File: src/rtl/pc_sequencer.sv
// Program-counter sequencer: fetch / decode / execute FSM with jump and branch PC selection.
// Optional fetch watchdog enabled by defining SEQ_TIMEOUT_EN.
module pc_sequencer #(
  parameter logic [31:0] RESET_PC    = 32'h0000_0000,
  parameter int          TIMEOUT_CYC = 255
) (
  input  logic        clk,
  input  logic        rst,
  input  logic [31:0] instr_data,
  input  logic        instr_valid,
  input  logic        stop,
  input  logic        Jump,
  input  logic        Branch,
  input  logic        zero,
  output logic        instr_req,
  output logic [31:0] instr_addr,
  output logic [5:0]  OpCode,
  output logic [31:0] instr_q,
  output logic        op_valid,
  output logic        fetch_err
);

  typedef enum logic [2:0] {
    IDLE   = 3'd0,
    FETCH  = 3'd1,
    DECODE = 3'd2,
    EXEC   = 3'd3,
    HALT   = 3'd4
  } state_t;

  state_t      state_r;
  state_t      next_state_s;
  logic [31:0] pc_r;
  logic [31:0] pc4_s;
  logic [31:0] br_off_s;
  logic [31:0] next_pc_s;
  logic [31:0] instr_q_r;
  logic        instr_req_r;
  logic        op_valid_r;
  logic        timeout_s;

  assign pc4_s    = pc_r + 32'd4;
  assign br_off_s = {{14{instr_q_r[15]}}, instr_q_r[15:0], 2'b00};

  // Next-PC select: jump outranks branch; all sums wrap modulo 2^32.
  always_comb begin
    next_pc_s = pc4_s;
    if (Jump) begin
      next_pc_s = {pc4_s[31:28], instr_q_r[25:0], 2'b00};
    end else if (Branch && zero) begin
      next_pc_s = pc4_s + br_off_s;
    end else begin
      next_pc_s = pc4_s;
    end
  end

`ifdef SEQ_TIMEOUT_EN
  localparam int WD_W = (TIMEOUT_CYC > 1) ? $clog2(TIMEOUT_CYC) : 1;

  logic [WD_W-1:0] wd_cnt_r;
  logic            fetch_err_r;

  assign timeout_s = (state_r == FETCH) && !instr_valid &&
                     (wd_cnt_r == WD_W'(TIMEOUT_CYC - 1));
  assign fetch_err = fetch_err_r;

  // Watchdog: counts stalled FETCH cycles, clears whenever FETCH is left.
  always_ff @(posedge clk or posedge rst) begin
    if (rst) begin
      wd_cnt_r    <= '0;
      fetch_err_r <= 1'b0;
    end else begin
      if ((state_r == FETCH) && !instr_valid && !timeout_s) begin
        wd_cnt_r <= wd_cnt_r + WD_W'(1);
      end else begin
        wd_cnt_r <= '0;
      end
      if (timeout_s) begin
        fetch_err_r <= 1'b1;
      end else begin
        fetch_err_r <= fetch_err_r;
      end
    end
  end
`else
  assign timeout_s = 1'b0;
  // Fetch waits forever without the watchdog; the limit only matters when it is built in.
  assign fetch_err = 1'b0 & (TIMEOUT_CYC > 0);
`endif

  // Next-state logic.
  always_comb begin
    next_state_s = state_r;
    case (state_r)
      IDLE:   next_state_s = FETCH;
      FETCH: begin
        if (instr_valid) begin
          next_state_s = DECODE;
        end else if (timeout_s) begin
          next_state_s = HALT;
        end else begin
          next_state_s = FETCH;
        end
      end
      DECODE: next_state_s = EXEC;
      EXEC:   next_state_s = stop ? HALT : FETCH;
      HALT:   next_state_s = stop ? HALT : FETCH;
      default: next_state_s = IDLE;
    endcase
  end

  // State, PC, instruction latch and registered status outputs.
  always_ff @(posedge clk or posedge rst) begin
    if (rst) begin
      state_r     <= IDLE;
      pc_r        <= RESET_PC;
      instr_q_r   <= 32'h0000_0000;
      instr_req_r <= 1'b0;
      op_valid_r  <= 1'b0;
    end else begin
      state_r     <= next_state_s;
      instr_req_r <= (next_state_s == FETCH);
      op_valid_r  <= (next_state_s == DECODE) || (next_state_s == EXEC);
      if (state_r == EXEC) begin
        pc_r <= next_pc_s;
      end else begin
        pc_r <= pc_r;
      end
      if ((state_r == FETCH) && instr_valid) begin
        instr_q_r <= instr_data;
      end else begin
        instr_q_r <= instr_q_r;
      end
    end
  end

  assign instr_req  = instr_req_r;
  assign op_valid   = op_valid_r;
  assign instr_addr = pc_r;
  assign instr_q    = instr_q_r;
  assign OpCode     = instr_q_r[31:26];

endmodule

File: config.mk
export PLATFORM = sky130hd
export DESIGN_NAME = pc_sequencer
export DESIGN_NICKNAME = d
export VERILOG_FILES = /design/src/rtl/pc_sequencer.sv
export SDC_FILE = /design/constraint.sdc
export NUM_CORES = 1
export LEC_CHECK = 0
export CAP_MARGIN = 10
export CORE_MARGIN = 4
export CORE_UTILIZATION = 47
export DETAILED_ROUTE_END_ITERATION = 8
export PLACE_DENSITY = 0.74
export SLEW_MARGIN = 10
export SYNTH_ARGS = -nofsm -noshare
export SYNTH_HDL_FRONTEND = slang
export SYNTH_SLANG_ARGS = --single-unit
File: constraint.sdc
create_clock -name clk -period 3.2 [get_ports clk]
set_input_delay 0.48 -clock clk [delete_from_list [all_inputs] [get_ports clk]]
set_output_delay 0.48 -clock clk [all_outputs]
set_load 0.05 [all_outputs]
==> impl_metrics.json <==
{
  "status": "finished with violations",
  "failed_checks": "setup timing",
  "die_height_um": 114,
  "cts.sinks": 67,
  "wl_per_cell_um": 21.0,
  "cp_slowest_stage_delay_ns": 0.38,
  "grt_pass1_vias": 5864,
  "drive_above_1_share": 0.387,
  "end_kind": "flip-flop",
  "core_area_um2": 10900,
  "worstPathRequired_ns": 3.42,
  "post-route-util": 0.799,
  "dp_hpwl_mm": 13.3,
  "cts_buffer_depth": 2,
  "synth-seq-area-share": 0.315,
  "dieArea_um2": 13100,
  "num_rows": 38,
  "cts_hold_buf": 0,
  "portBuffers": 108,
  "totalWireLength_mm": 20.7,
  "grt-ovfl-total": 0,
  "final_nets": 916,
  "synthArstFlopShare": 1.00,
  "path_cells": "and3_4, and3_4, and4_4, and2_4, nand3_4, xnor2_4, ha_4, a21oi_4, inv_2, a2111oi_4, o41ai_2, buf_4, or3_1, nand4_1, a221oi_2, xnor2_1",
  "cts_tree": "done",
  "gp_congestion": 0.996,
  "fin_crit_sh": 1.09,
  "finalSetupViolations": 12,
  "grt_first_pass_wirelength_mm": 29.8,
  "mostFrequentLayoutCell": "buf_4",
  "synth_warnings": 0,
  "syn_inst": 603,
  "mostFrequentLayoutCells": "138 x buf_4, 108 x clkdlybuf4s50_1, 53 x dfrtp_1",
  "area_growth_pct": 64.2,
  "numCtsBuffers": 9,
  "max_cap_viol_count": 0,
  "cp.arrival_ns": 3.69,
  "placed_cell_area_um2": 7370,
  "cts_root_buffer": "clkbuf_16",
  "antenna_found_initial": 0,
  "dr.pass1.iters": 6,
  "skew_ns": 0.00880,
  "syn-cell-area_um2": 5320,
  "yosysTopAreaCell": "dfrtp_1",
  "synth_edf_count": 0,
  "die_w_um": 114,
  "io_pins": 112,
  "grt_use_total": 0.290,
  "grt_start_max_net_pins": 51,
  "clkSlewWorstSetupHoldPaths_ns": 0.06,
  "crit_type": "reg -> reg",
  "insertion_delay_ns": 0.34,
  "crit_slowest_cell": "a2111oi_4",
  "synth.distinct_cells": 69,
  "finalCriticalPeriod_ns": 3.47,
  "syn_area_per_cell_um2": 8.82,
  "hp-class": "reg -> reg",
  "fmax_mhz": 288,
  "initial_core_util": 0.486,
  "vias": 5903,
  "first_iter_violations": 506,
  "report.final.slew_viol_count": 0,
  "layout_setup_ws_ns": -0.275,
  "ys_seq_elements": 67,
  "tightest_slew_ns": 0.688,
  "finalHoldViolCount": 0,
  "rsz0062_at_grt": "yes",
  "drcViolationCount": 0,
  "htreeDepth": 3,
  "cp_max_fo": 4,
  "final_area_um2": 8730,
  "synth_flop_cell": "dfrtp_1",
  "crit_top_cell": "and3_4",
  "synth_area_leaders": "dfrtp_1 32%, ha_1 8.7%, mux2_2 7.0%",
  "startpoint_type": "flip-flop",
  "relSlewSlack": 0.541,
  "synth_top_area_frac": 0.315,
  "diodes": 0,
  "viasPerCell": 6.00,
  "antenna_left": 0
}
[through the flow]
step	std cells	hold slack, ns	setup TNS [ns]	setup slack [ns]
after floorplan	605	0.561	-0.543	-0.368
after global placement	931	0.501	-0.702	-0.144
after detailed placement	931	0.509	-1.00	-0.257
after CTS	962	0.516	-0.536	-0.192
after global routing	984	0.516	-2.39	-0.387
final	984	0.509	-1.27	-0.275
[state kept, by name (all words and copies together), names as in the netlist]
name        cells
state_r         3
instr_q        32
op_valid        1
instr_addr     30
instr_req       1
[final timing paths]
check / startpoint / endpoint / depth (start not counted) / slack (ns)
max: instr_addr[17]$_DFFE_PP0N_ / instr_addr[31]$_DFFE_PP0N_ / 16 / -0.27
min: instr_addr[31]$_DFFE_PP0N_ / instr_addr[31]$_DFFE_PP0N_ / 1 / 0.51
max reg2reg: instr_addr[17]$_DFFE_PP0N_ / instr_addr[31]$_DFFE_PP0N_ / 16 / -0.27
min reg2reg: instr_addr[31]$_DFFE_PP0N_ / instr_addr[31]$_DFFE_PP0N_ / 1 / 0.51
max in group asynchronous: rst / instr_addr[3]$_DFFE_PP0N_ / 3 / 2.01
min in group asynchronous: rst / instr_addr[13]$_DFFE_PP0N_ / 2 / 0.54
[layout make-up]
type / count / area [um^2]
Sequential cell: 67 / 1690
Inverter: 11 / 41.3
Clock inverter: 4 / 73.8
Clock buffer: 12 / 246
Tap cell: 140 / 175
Timing Repair Buffer: 259 / 2280
Fill cell: 656 / 2200
Multi-Input combinational cell: 491 / 4220
[cells in the mapped netlist (all sizes together), types with 2 or more instances]
master and instances:
a2111oi 2, a211oi 3, a21boi 2, a21o 10, a21oi 63, a221oi 3, a31oi 3, and2 4
and3 10, and4 6, buf 15, clkbuf 21, dfrtp 67, ha 37, inv 11, mux2 34
mux2i 8, nand2 61, nand2b 3, nand3 23, nand3b 2, nand4 8, nor2 37, nor2b 7
nor3 7, nor4b 2, o2111ai 2, o211ai 4, o21a 4, o21ai 49, o21bai 4, o22ai 10
o31ai 5, o41ai 2, or2 3, or3 4, or4 2, xnor2 34, xor2 15
[cell families (layout without fill, tap and decap cells)]
kind of cell | count (synthesis) | in the layout | share of synthesized area
AND/OR/NAND/NOR | 183 | 183 | 0.174
AO/OA/AOI/OAI | 176 | 176 | 0.211
flip-flops | 67 | 67 | 0.315
XOR/XNOR | 49 | 49 | 0.0807
buffers and inverters | 47 | 286 | 0.0400
multiplexers | 42 | 42 | 0.0877
adder cells (fa/ha/maj) | 38 | 38 | 0.0908
other | 1 | 3 | 0.000705
[per-layer routing]
| metal | track usage | wire length (um) | part of all wire |
|---|---|---|---|
| met5 | 0 | 0 | 0 |
| met1 | 0.360 | 8160 | 0.39 |
| met3 | 0.0576 | 1380 | 0.067 |
| met2 | 0.488 | 10400 | 0.50 |
| met4 | 0.131 | 714 | 0.035 |
[critical path, delay by kind of cell, from the launching register on]
kind                     cells  cell delay (ns)
buffers and inverters        2             0.22
XOR/XNOR                     2             0.39
adder cells (fa/ha/maj)      1             0.25
AO/OA/AOI/OAI                4             0.73
AND/OR/NAND/NOR              7             1.38
flip-flops                   1             0.37
[what timing repair did]
item                       4_1_cts  5_1_grt
pin swaps                       38       67
buffers inserted                15       25
setup endpoints to repair       12       16
gates resized for setup         45       93
Power is left out: the tool's default activity adds up to more than one toggle a clock period on the data nets, which glitch-free logic cannot reach.
